<file path="src/rtl/id_token_tracker_if.sv">
// Token-tracker port bundle: recognizer char stream in, token-record valid/ready port out.
// The slave modport is the tracker; master is whoever drives the char stream and drains records.
interface id_token_tracker_if #(
    parameter int LEN_W = 6,
    parameter int CNT_W = 16
);
    logic [7:0]       char;
    logic             id_hit;
    logic             flush;
    logic             tok_ready;
    logic             tok_valid;
    logic [LEN_W-1:0] tok_len;
    logic [7:0]       tok_hash;
    logic [CNT_W-1:0] tok_count;
    logic             overflow;
    logic             busy;

    modport slave (
        input  char, id_hit, flush, tok_ready,
        output tok_valid, tok_len, tok_hash, tok_count, overflow, busy
    );

    modport master (
        output char, id_hit, flush, tok_ready,
        input  tok_valid, tok_len, tok_hash, tok_count, overflow, busy
    );
endinterface

</file>
<file path="src/rtl/id_token_tracker.sv">
// Delimits identifier runs from the recognizer hit flag and queues one {len[,hash]} record per run.
// Records appear one cycle after the close edge; a full FIFO without a same-cycle pop drops the record (TOKEN_HASH_EN adds the hash).
module id_token_tracker #(
    parameter int LEN_W = 6,
    parameter int DEPTH = 4,
    parameter int CNT_W = 16
) (
    input logic              clk,
    input logic              rst,
    id_token_tracker_if.slave tk
);
    localparam int PW = $clog2(DEPTH);
    localparam logic [LEN_W-1:0] LEN_MAX = '1;
    localparam logic [LEN_W-1:0] LEN_ONE = LEN_W'(1);
    localparam logic [PW:0]      PTR_ONE = (PW+1)'(1);
    localparam logic [CNT_W-1:0] CNT_ONE = CNT_W'(1);

    typedef enum logic {IDLE = 1'b0, IN_ID = 1'b1} state_t;

    state_t           state_q, state_d;
    logic [LEN_W-1:0] len_q, len_d;
    logic [CNT_W-1:0] count_q, count_d;
    logic             ovf_q, ovf_d;
    logic [PW:0]      wr_ptr_q, wr_ptr_d;
    logic [PW:0]      rd_ptr_q, rd_ptr_d;
    logic [LEN_W-1:0] len_mem_q [DEPTH];

    logic             close;
    logic             empty;
    logic             full;
    logic             pop;
    logic             accept;
    logic [PW-1:0]    wr_idx;
    logic [PW-1:0]    rd_idx;

    assign wr_idx = wr_ptr_q[PW-1:0];
    assign rd_idx = rd_ptr_q[PW-1:0];
    assign empty  = (wr_ptr_q == rd_ptr_q);
    // Same slot index with differing wrap bits means every entry is occupied.
    assign full   = (wr_ptr_q[PW] != rd_ptr_q[PW]) && (wr_idx == rd_idx);
    assign pop    = !empty && tk.tok_ready;
    assign close  = (state_q == IN_ID) && (!tk.id_hit || tk.flush);
    // A pop in the same cycle frees the slot the new record lands in.
    assign accept = close && (!full || pop);

    always_comb begin
        state_d = state_q;
        len_d   = len_q;
        case (state_q)
            IDLE: begin
                if (tk.id_hit) begin
                    state_d = IN_ID;
                    len_d   = LEN_ONE;
                end
            end
            IN_ID: begin
                if (tk.id_hit && tk.flush) begin
                    len_d = LEN_ONE;
                end else if (tk.id_hit) begin
                    len_d = (len_q == LEN_MAX) ? len_q : len_q + LEN_ONE;
                end else begin
                    state_d = IDLE;
                    len_d   = '0;
                end
            end
            default: begin
                state_d = IDLE;
                len_d   = '0;
            end
        endcase
    end

    always_comb begin
        wr_ptr_d = wr_ptr_q;
        rd_ptr_d = rd_ptr_q;
        count_d  = count_q;
        ovf_d    = ovf_q;
        if (accept) begin
            wr_ptr_d = wr_ptr_q + PTR_ONE;
        end
        if (pop) begin
            rd_ptr_d = rd_ptr_q + PTR_ONE;
        end
        if (close) begin
            count_d = count_q + CNT_ONE;
        end
        if (close && !accept) begin
            ovf_d = 1'b1;
        end
    end

    always_ff @(posedge clk or posedge rst) begin
        if (rst) begin
            state_q  <= IDLE;
            len_q    <= '0;
            count_q  <= '0;
            ovf_q    <= 1'b0;
            wr_ptr_q <= '0;
            rd_ptr_q <= '0;
            for (int i = 0; i < DEPTH; i++) begin
                len_mem_q[i] <= '0;
            end
        end else begin
            state_q  <= state_d;
            len_q    <= len_d;
            count_q  <= count_d;
            ovf_q    <= ovf_d;
            wr_ptr_q <= wr_ptr_d;
            rd_ptr_q <= rd_ptr_d;
            if (accept) begin
                len_mem_q[wr_idx] <= len_q;
            end
        end
    end

`ifdef TOKEN_HASH_EN
    logic [7:0] hash_q, hash_d;
    logic [7:0] hash_mem_q [DEPTH];

    always_comb begin
        hash_d = hash_q;
        if (tk.id_hit && (state_q == IDLE || tk.flush)) begin
            hash_d = tk.char;
        end else if (tk.id_hit) begin
            hash_d = {hash_q[6:0], hash_q[7]} ^ tk.char;
        end
    end

    always_ff @(posedge clk or posedge rst) begin
        if (rst) begin
            hash_q <= '0;
            for (int i = 0; i < DEPTH; i++) begin
                hash_mem_q[i] <= '0;
            end
        end else begin
            hash_q <= hash_d;
            if (accept) begin
                hash_mem_q[wr_idx] <= hash_q;
            end
        end
    end

    assign tk.tok_hash = empty ? 8'h00 : hash_mem_q[rd_idx];
`else
    logic unused_char;
    assign unused_char = ^tk.char;
    assign tk.tok_hash = 8'h00;
`endif

    assign tk.tok_valid = !empty;
    assign tk.tok_len   = empty ? '0 : len_mem_q[rd_idx];
    assign tk.tok_count = count_q;
    assign tk.overflow  = ovf_q;
    assign tk.busy      = (state_q == IN_ID);
endmodule

</file>
<file path="src/flat_wrapper.sv">
// flat-port wrapper written by rule: the top's interface ports become plain ports
module id_token_tracker_flat 
#(
    parameter int LEN_W = 6,
    parameter int DEPTH = 4,
    parameter int CNT_W = 16
)
  (clk, rst, tk_char, tk_id_hit, tk_flush, tk_tok_ready, tk_tok_valid, tk_tok_len, tk_tok_hash, tk_tok_count, tk_overflow, tk_busy);
  id_token_tracker_if #(.LEN_W(LEN_W), .CNT_W(CNT_W)) tk_i ();
  input logic clk;
  input logic rst;
  input wire logic [$bits(tk_i.char)-1:0] tk_char;
  input wire logic [$bits(tk_i.id_hit)-1:0] tk_id_hit;
  input wire logic [$bits(tk_i.flush)-1:0] tk_flush;
  input wire logic [$bits(tk_i.tok_ready)-1:0] tk_tok_ready;
  output wire logic [$bits(tk_i.tok_valid)-1:0] tk_tok_valid;
  output wire logic [$bits(tk_i.tok_len)-1:0] tk_tok_len;
  output wire logic [$bits(tk_i.tok_hash)-1:0] tk_tok_hash;
  output wire logic [$bits(tk_i.tok_count)-1:0] tk_tok_count;
  output wire logic [$bits(tk_i.overflow)-1:0] tk_overflow;
  output wire logic [$bits(tk_i.busy)-1:0] tk_busy;
  assign tk_i.char = tk_char;
  assign tk_i.id_hit = tk_id_hit;
  assign tk_i.flush = tk_flush;
  assign tk_i.tok_ready = tk_tok_ready;
  assign tk_tok_valid = tk_i.tok_valid;
  assign tk_tok_len = tk_i.tok_len;
  assign tk_tok_hash = tk_i.tok_hash;
  assign tk_tok_count = tk_i.tok_count;
  assign tk_overflow = tk_i.overflow;
  assign tk_busy = tk_i.busy;
  id_token_tracker #(.LEN_W(LEN_W), .DEPTH(DEPTH), .CNT_W(CNT_W)) u_core (.clk(clk), .rst(rst), .tk(tk_i));
endmodule
</file>
<file path="config.mk">
export PLATFORM = sky130hd
export DESIGN_NAME = id_token_tracker_flat
export DESIGN_NICKNAME = d
export VERILOG_FILES = /design/src/rtl/id_token_tracker_if.sv /design/src/rtl/id_token_tracker.sv /design/src/flat_wrapper.sv
export SDC_FILE = /design/constraint.sdc
export NUM_CORES = 1
export LEC_CHECK = 0
export CAP_MARGIN = 20
export CORE_UTILIZATION = 53
export CTS_BUF_LIST = sky130_fd_sc_hd__clkbuf_16
export DETAILED_ROUTE_END_ITERATION = 8
export PLACE_DENSITY = 0.82
export RECOVER_POWER = 50
export SYNTH_ARGS = -nofsm -noshare
export SYNTH_HDL_FRONTEND = slang
export SYNTH_SLANG_ARGS = --single-unit
</file>
<file path="constraint.sdc">
create_clock -name clk -period 2.5 [get_ports clk]
set_clock_uncertainty 0.05 [all_clocks]
set_input_delay 0.5 -clock clk [delete_from_list [all_inputs] [get_ports clk]]
set_output_delay 0.5 -clock clk [all_outputs]
set_load 0.005 [all_outputs]
</file>
==> impl_metrics.yaml, run 1 <==
power:
  swShare: 0.297
  finalPower_w: 0.00298
  max-vdd-ir-drop_uv: 583
  leakagePower_nw: 1.59
  pwr-share-clk: 0.214
  pwr-share-seq: 0.409
  p_per_area_mw_per_mm2: 910
  netSwitchingPower_w: 0.000884
  intPower_w: 0.00209
  pwr-share-comb: 0.377
routing:
  dr.pass1.iters: 4
  ant_nets: 0
  avgViaCountPerCell: 5.34
  drtIter0Drc: 96
  finalWirelength_microns: 4890
  drc: 0
  wl_per_cell_microns: 15.0
  via_count: 1747
sta:
  worstMarginPinSlew_ns: 0.680
  slew_headroom: 0.547
  final.setup.tns_ns: 0
  drv_slew: 0
  period_minus_slack_ns: 2.41
  fmax_mhz: 415
  rsz0062_at_grt: "false"
  period_share: 0.965
  hold_viol_final: 0
  setup_viol: 0
synthesis:
  syn_area_sq_mm: 0.00268
  yosysWarnings: 0
  synthMuxAreaShare: 0.163
  synth_xor_xnor_area_share: 0.0720
  netlist_instances: 212
  synthAdderAreaFrac: 0.0327
  yosys.area_share.simple: 0.143
  synth_cell_type_count: 35
  synth_seq_cells: 54
  synth_top_family_by_area: "multiplexers"
  avgSynthCellArea_sq_um: 12.6
  synth_seq_area_share: 0.505
  synth-compound-area-share: 0.0364
final_layout:
  design_area_sq_mm: 0.00327
  fin_nets: 281
  insertedDiodeCount: 0
  fillers: 371
  syn2layout_area_growth_pct: 22.1
  layout-drive-gt1-share: 0.231
worst_setup_path:
  required_ns: 1.95
  cp-start-kind: "register"
  reg2reg_depth: 6
  rr_endpoint: "u_core.len_mem_q[1]"
  critPathCaptureType: "primary output"
  worstReg2RegStart: "u_core.rd_ptr_q[0]"
  critical_path_class: "register to primary output"
  crit_arrival_ns: 1.86
  r2r_setup_slack_ns: 0.48
  cp_max_fo: 5
place:
  dpl_cell_area_sq_mm: 0.00311
  place_congestion: 0.779
  dp_hpwl_microns: 3410
  place.port_buffers: 29
die:
  io_pins: 46
  dieHeight_microns: 73.1
  initial_utilization: 0.559
  rows: 25
  die_w_microns: 73.1
  core-area_sq_mm: 0.00479
  dieArea_sq_mm: 0.00534
min_path:
  hold_class: "register to register"
  min_to: "u_core.tk.overflow"
  holdCritStartpoint: "u_core.tk.overflow"
  whs_path_depth: 1
global_routing:
  busiest_layer: "met2"
  antenna_found_initial: 0
  use_met3: 0.0539
  grt-ovfl-total: 0
  grt_pass1_vias: 1695
  grt_util_met1: 0.262
  grt_max_degree: 26
  grt.total_usage: 0.206
  grt_pass1_wl_microns: 8060
  met2_usage: 0.338
clock_tree:
  insertion_delay_ns: 0.29
  cts_made_buffers: 5
  holdBufCountCts: 0
  cts-root-buf: "clkbuf_16"
  clkSinkCount: 54
  clockBufferDepth: 2
  cts_htree_levels: 2
  cts_tree: "done"
  path_clk_slew_ns: 0.06
outcome:
  outcome: "complete, no violations"
job:
  maxCapViolCount: 0
-- logic make-up after synthesis --
group | after synthesis
xor+xnor | 22
mux | 32
other cells | 1
compound gates | 16
buf+inv | 21
flops | 54
simple gates | 59
fa+ha+maj | 7
-- layout by cell type, fill, tap and decap left out, types with 5 or more instances in the layout --
cell type	count
buf_4	15
nand2_1	12
dfrtp_1	54
clkdlybuf4s50_1	22
xor2_1	8
and2_1	8
mux2_2	26
inv_1	5
nand4_1	6
conb_1	8
clkbuf_16	5
xnor2_1	13
ha_1	7
nor2_1	7
a21oi_1	6
-- routing by layer --
metal | share of wire | routed length [microns]
met5 | 0 | 0
met2 | 0.49 | 2420
met3 | 0.043 | 208
met4 | 0.016 | 80
met1 | 0.45 | 2180
-- state kept, by name, summed over array words and instances (netlist names) --
register,cells
u_core.len_mem_q,24
u_core.tk.tok_count,16
u_core.len_q,6
u_core.rd_ptr_q,3
u_core.wr_ptr_q,3
u_core.tk.busy,1
u_core.tk.overflow,1
-- power by group through the flow --
stage | clock network [W] | logic, W | registers (W)
CTS | 0.000649 | 0.00108 | 0.00121
global route | 0.000687 | 0.00121 | 0.00124
global placement | 0 | 0.00101 | 0.00122
floorplan | 0 | 0.000662 | 0.00120
detailed placement | 0 | 0.00104 | 0.00122
finish | 0.000637 | 0.00112 | 0.00122
-- how the worst max path moves through the flow --
stage	startpoint	depth (start not counted)	endpoint	slack, ns
3_3_place_gp	tk_flush	6	u_core.len_mem_q[22]	0.16
2_1_floorplan	rst	1	u_core.len_mem_q[0]	0.64
5_1_grt	u_core.rd_ptr_q[0]	4	tk_tok_len[3]	0.002
4_1_cts	u_core.rd_ptr_q[0]	4	tk_tok_len[2]	0.008
6_report	u_core.rd_ptr_q[0]	5	tk_tok_len[1]	0.09
3_5_place_dp	tk_flush	6	u_core.len_mem_q[1]	0.14
-- critical path, stage by stage (launching register included) --
cell	delay [ns]
dfrtp_1	0.38
buf_6	0.13
buf_4	0.11
mux4_1	0.52
and2_1	0.17
dlygate4sd2_1	0.26
-- synthesized netlist by cell type, drive strengths merged --
cell type,number,share of area
nand3b,2,0.0056
nor2b,1,0.0023
and4,3,0.0098
a21oi,6,0.011
a21o,1,0.0028
and3,4,0.0093
buf,11,0.034
nor3,1,0.0019
nor2,7,0.0098
mux4,6,0.053
dfrtp,54,0.50
ha,7,0.033
and3b,1,0.0033
nor4,1,0.0023
o21ai,4,0.0075
conb,1,0.0014
nand4,6,0.014
or2,1,0.0023
inv,5,0.0070
clkbuf,5,0.0070
nand3,4,0.0075
a31oi,2,0.0047
mux2,26,0.11
a311oi,1,0.0033
a32o,1,0.0037
xor2,8,0.026
nand2,12,0.017
o22a,1,0.0033
nor3b,4,0.028
xnor2,14,0.046
nand2b,1,0.0023
and4b,1,0.0037
and2,10,0.023
-- area by class of cell --
cell class,count,area (sq um),share of cell area
clock inverter,1,3.75,0.00115
inverter,5,18.8,0.00574
timing repair buffer,51,454,0.139
clock buffer,5,125,0.0383
tap,67,83.8,0.0256
multi-input combinational,144,1230,0.377
sequential,54,1350,0.413
-- stage by stage --
stage	cells	util	setup WS (ns)	hold slack, ns
after floorplan	219	-	0.635	0.401
after global placement	316	0.650	0.159	0.410
after detailed placement	316	0.650	0.141	0.401
after CTS	324	0.680	0.00789	0.414
after global routing	327	0.683	0.00201	0.449
final	327	0.683	0.0883	0.418
-- repair_timing --
item,4_1_cts,5_1_grt
buffers inserted,2,3
gates resized for setup,3,5
pin swaps,1,0
endpoints found under the hold margin,0,0
setup endpoints to repair,6,4
(Power assumes the default switching activity.)
==> run 2, diff against run 1 <==
--- a/config.mk
+++ b/config.mk
@@ -6,6 +6,7 @@
 export NUM_CORES = 1
 export LEC_CHECK = 0
 export CAP_MARGIN = 20
+export CORE_MARGIN = 10
 export CORE_UTILIZATION = 53
 export CTS_BUF_LIST = sky130_fd_sc_hd__clkbuf_16
 export DETAILED_ROUTE_END_ITERATION = 8
==> run 2 against run 1 <==
Global-route usage fell by 7.6 points. Hold slack improved by 0.0059 ns. Via count fell by 0.52%. Register-to-register slack worse by 0.06 ns. Count of clock-buffer cells in the layout unchanged. Critical path type unchanged. Final area is essentially flat. Wire length up 7.5%. Critical endpoint is now tk_tok_len[4]. Sequential power about the same. Maximum frequency is 0.98% lower. Cell count down 1.8%. Sequential share of layout area barely moved. Sequential cell count unchanged.
==> impl_metrics.yaml, run 2 (same netlist as run 1, synthesis figures left out) <==
outcome:
  outcome: "complete, no violations"
sta:
  period_share: 0.974
  fmax_mhz: 411
  slew_headroom: 0.140
  setup_viol: 0
  worstMarginPinSlew_ns: 1.29
  hold_viol_final: 0
  drv_slew: 0
  period_minus_slack_ns: 2.44
  setup_ws_ns: 0.0645
  final.setup.tns_ns: 0
final_layout:
  instances_no_fill: 321
  layout_commonest_cell: "dfrtp_1"
  insertedDiodeCount: 0
  regMostFlops: "u_core.len_mem_q"
  fin_nets: 273
  seqCellArea_sq_mm: 0.00135
  syn2layout_area_growth_pct: 22.0
  largest_reg_flops: 24
  fillers: 374
  mostFrequentLayoutCells: "dfrtp_1, mux2_2, clkdlybuf4s50_1"
  layout-drive-gt1-share: 0.224
  multi_input_area_sq_mm: 0.00123
  design_area_sq_mm: 0.00327
clock_tree:
  cts_htree_levels: 2
  holdBufCountCts: 0
  insertion_delay_ns: 0.29
  cts_tree: "done"
  clkSinkCount: 54
  clockBufferDepth: 2
  path_clk_slew_ns: 0.07
  cts-root-buf: "clkbuf_16"
  cts_made_buffers: 5
routing:
  via_count: 1738
  wl_per_cell_microns: 16.4
  drtIter0Drc: 94
  avgViaCountPerCell: 5.41
  dr.pass1.iters: 4
  finalWirelength_microns: 5260
  drc: 0
  ant_nets: 0
place:
  dp_hpwl_microns: 3460
  place.port_buffers: 29
  dpl_cell_area_sq_mm: 0.00307
  place_congestion: 0.765
  dp_slack_ns: 0.0507
  dp_cells: 308
worst_setup_path:
  cp_max_fo: 8
  critical_path_class: "register to primary output"
  cp-start-kind: "register"
  critPathCaptureType: "primary output"
  crit_arrival_ns: 1.89
  required_ns: 1.95
global_routing:
  grt_pass1_vias: 1806
  use_met3: 0.0379
  met2_usage: 0.218
  grt.total_usage: 0.129
  antenna_found_initial: 0
  grt_max_degree: 55
  busiest_layer: "met2"
  grt_pass1_wl_microns: 8800
  grt-ovfl-total: 0
  grt_util_met1: 0.150
die:
  dieHeight_microns: 91.1
  dieArea_sq_mm: 0.00829
  io_pins: 46
  die_w_microns: 91.1
  core-area_sq_mm: 0.00482
  rows: 25
  initial_utilization: 0.556
power:
  p_per_area_mw_per_mm2: 959
  max-vdd-ir-drop_uv: 514
  leakagePower_nw: 1.55
job:
  maxCapViolCount: 0
min_path:
  hold_class: "register to register"
[run 2: worst paths after layout]
path | from | end | slack [ns] | cells past startpoint
setup / recovery | u_core.rd_ptr_q[0] | tk_tok_len[4] | 0.06 | 4
hold / removal | u_core.tk.overflow | u_core.tk.overflow | 0.42 | 1
setup reg to reg | u_core.rd_ptr_q[0] | u_core.len_mem_q[10] | 0.42 | 5
hold reg to reg | u_core.tk.overflow | u_core.tk.overflow | 0.42 | 1
max in group asynchronous | rst | u_core.tk.tok_count[2] | 0.59 | 3
min in group asynchronous | rst | u_core.tk.tok_count[15] | 1.03 | 3
[run 2: critical path, cell delays in order (launching register included)]
cell and delay [ns]:
dfrtp_1 0.37, buf_12 0.15, mux4_2 0.48, and2_1 0.16, clkdlybuf4s50_1 0.44
[run 2: repair_timing]
item | in CTS | in global routing
pin swaps | 1 | 0
setup buffers | 4 | 1
gates resized for setup | 2 | 3
endpoints found under the setup margin | 6 | 5
[run 2: cell type report]
cell class	count	area share
tap	67	0.0257
timing repair buffer	43	0.128
multi-input combinational	144	0.376
clock inverter	3	0.0126
clock buffer	5	0.0383
sequential	54	0.414
inverter	5	0.00574
[run 2: where the power goes]
group	switching (W)	internal, W	total, W
clock network	0.000304	0.000469	0.000773
logic	0.000442	0.000684	0.00113
registers	0.000177	0.00106	0.00123
[run 2: per-layer routing]
layer	share of wire	routed length [microns]
met2	0.51	2670
met4	0.017	92
met5	0	0
met1	0.42	2210
met3	0.054	284
[run 2: stage by stage]
| step | hold slack [ns] | util | total power (W) |
|---|---|---|---|
| 2_1_floorplan | 0.401 | - | 0.00186 |
| 3_3_place_gp | 0.409 | 0.638 | 0.00223 |
| 3_5_place_dp | 0.406 | 0.638 | 0.00227 |
| 4_1_cts | 0.425 | 0.678 | 0.00312 |
| 5_1_grt | 0.447 | 0.678 | 0.00331 |
| 6_report | 0.424 | 0.678 | 0.00313 |
==> run 3, diff against run 2 <==
--- a/config.mk
+++ b/config.mk
@@ -9,6 +9,7 @@
 export CORE_MARGIN = 10
 export CORE_UTILIZATION = 53
 export CTS_BUF_LIST = sky130_fd_sc_hd__clkbuf_16
+export CTS_CLUSTER_DIAMETER = 150
 export DETAILED_ROUTE_END_ITERATION = 8
 export PLACE_DENSITY = 0.82
 export RECOVER_POWER = 50
==> results of run 3 <==
Same layout as run 2: the final DEF is identical, and so are final timing and power.
==> RTL change, RTL diff (settings of run 2) <==
The option `TOKEN_HASH_EN` is turned on by a define.
--- a/src/rtl/id_token_tracker.sv
+++ b/src/rtl/id_token_tracker.sv
@@ -1,4 +1,6 @@
 // Delimits identifier runs from the recognizer hit flag and queues one {len[,hash]} record per run.
 // Records appear one cycle after the close edge; a full FIFO without a same-cycle pop drops the record (TOKEN_HASH_EN adds the hash).
+`define TOKEN_HASH_EN
+
 module id_token_tracker #(
     parameter int LEN_W = 6,
Behaviour: not the same (Yosys sat finds a counterexample within 4 cycles, from zero or initial values and one cycle with rst high).
==> RTL change against run 2 <==
The flow now finishes with violations (negative setup slack); routed wire length increased by 82%; total power increased by 98%; worst hold slack got worse by 0.0024 ns; final area increased by 70%; sequential cell count increased by 40; setup slack got worse by 0.068 ns; non-clock buffer count increased by 30; area after synthesis increased by 68%; critical endpoint is now tk_tok_hash[0]; largest cell class unchanged; largest power group is now combinational logic.
==> RTL change: results (changes against run 2) <==
Parameter                              Value

Yosys
  Commonest cells post-synth ... sky130_fd_sc_hd__dfrtp_1 (94), sky130_fd_sc_hd__mux2_2 (50), sky130_fd_sc_hd__nand2_1 (19), sky130_fd_sc_hd__xnor2_1 (17), sky130_fd_sc_hd__nor2b_1 (16)
  Number of distinct library cell variants in the gate-level netlist after synthesis ... 37 (+5.7%)
  Post-Synth Adder-Cell Area ... 1.95% (-1.3 points)
  Gate Count Post-Synth ... 334 (+58%)
  Fraction of synthesized cell area in xor and xnor cells ... 6.04% (-1.2 points)
  Mux contribution to synthesized area ... 22.9% (+6.6 points)
  Biggest area contributors in the synthesized netlist ... sky130_fd_sc_hd__dfrtp_1 (52%), sky130_fd_sc_hd__mux2_2 (13%), sky130_fd_sc_hd__mux4_2 (5.0%)
  Portion of the post-synthesis area used by sequential elements ... 52.3% (+1.8 points)

Placement
  Placement Setup Slack ... 0.0965 ns (+0.0458 ns)
  Count of placed standard cells including taps ... 481 (+56%)
  Number of port buffers ... 45 (+55%)
  GP Congestion ... 0.757 (-1.1%)

Clock network
  CTS H-tree lvls ... 3 (+1)
  Number of instances resized during post-cts repair ... 17 (+15)
  Post-CTS Repair Setup Buffers ... 7 (+3)
  Later-pin clock latency in the skew report ... 0.35 ns (+0.06 ns)
  CTS buffer count ... 9 (+4)

Finish
  Layout net count ... 418 (+53%)
  Max FFs per register ... 32 (+33%)

Status
  Violations in the final reports ... negative setup slack
  Run status ... finished, violations left

Timing
  Final setup vio count ... 2 (+2)
  Final critical-path setup slack ... -0.00317 ns (-0.0677 ns)
  Max-slew headroom at the worst pin ... 11.0% (-2.9 points)

Global route
  Global-route wire length before repair ... 15900 um (+81%)

Power and ir drop
  Highest ir drop seen on vdd ... 0.000609 V (+18%)
  Net Switching ... 1.94 mW (+110%)
  Combinational cell fraction of total power ... 40.8% (+4.8 points)

Critical path
  Crit path arrival time ... 1.95 ns (+0.06 ns)

Route
  Via/cell ratio ... 5.61 (+3.7%)
## RTL change: cell count changes after synthesis, moves of 8 or more
cell,run 2,this run
sky130_fd_sc_hd__buf_4,9,1
sky130_fd_sc_hd__and2_1,10,0
sky130_fd_sc_hd__nor2b_1,1,16
sky130_fd_sc_hd__dfrtp_1,54,94
sky130_fd_sc_hd__mux2_4,0,9
sky130_fd_sc_hd__mux2_2,26,50
sky130_fd_sc_hd__nand3_1,4,14
## RTL change: through the flow
step / TNS (ns) / power (mW) / utilization [%]
3_5_place_dp: 0 / 4.77 / 62.7
4_1_cts: -0.276 / 6.15 / 66.9
5_1_grt: -0.121 / 6.53 / 67.1
6_report: -0.00628 / 6.19 / 67.1
2_1_floorplan: 0 / 3.74 / -
3_3_place_gp: 0 / 4.68 / 62.7
## RTL change: final cells by class
| type | count | area (um^2) |
|---|---|---|
| fill | 594 | 2710 |
| sequential | 94 | 2350 |
| multi-input combinational | 216 | 2010 |
| timing repair buffer | 73 | 737 |
| clock buffer | 9 | 225 |
| tap | 105 | 131 |
| clock inverter | 7 | 75.1 |
| inverter | 4 | 16.3 |
## RTL change: path summary, 6_finish.rpt
check,from,to,slack (ns),depth (start not counted)
max,u_core.rd_ptr_q[0],tk_tok_hash[0],-0.003,6
min,u_core.tk.overflow,u_core.tk.overflow,0.42,1
max reg2reg,u_core.rd_ptr_q[0],u_core.len_mem_q[0],0.44,6
min reg2reg,u_core.tk.overflow,u_core.tk.overflow,0.42,1
max in group asynchronous,rst,u_core.hash_mem_q[4],0.39,3
min in group asynchronous,rst,u_core.len_mem_q[16],0.45,2
## RTL change: routing by layer
metal  up-vias  track usage [%]  share of wire, %
li1       1304                -                 -
met1      1482             19.2                43
met2        55             26.0                51
met3        11             3.09               4.1
met4         0             6.18               1.6
met5         -                0                 0
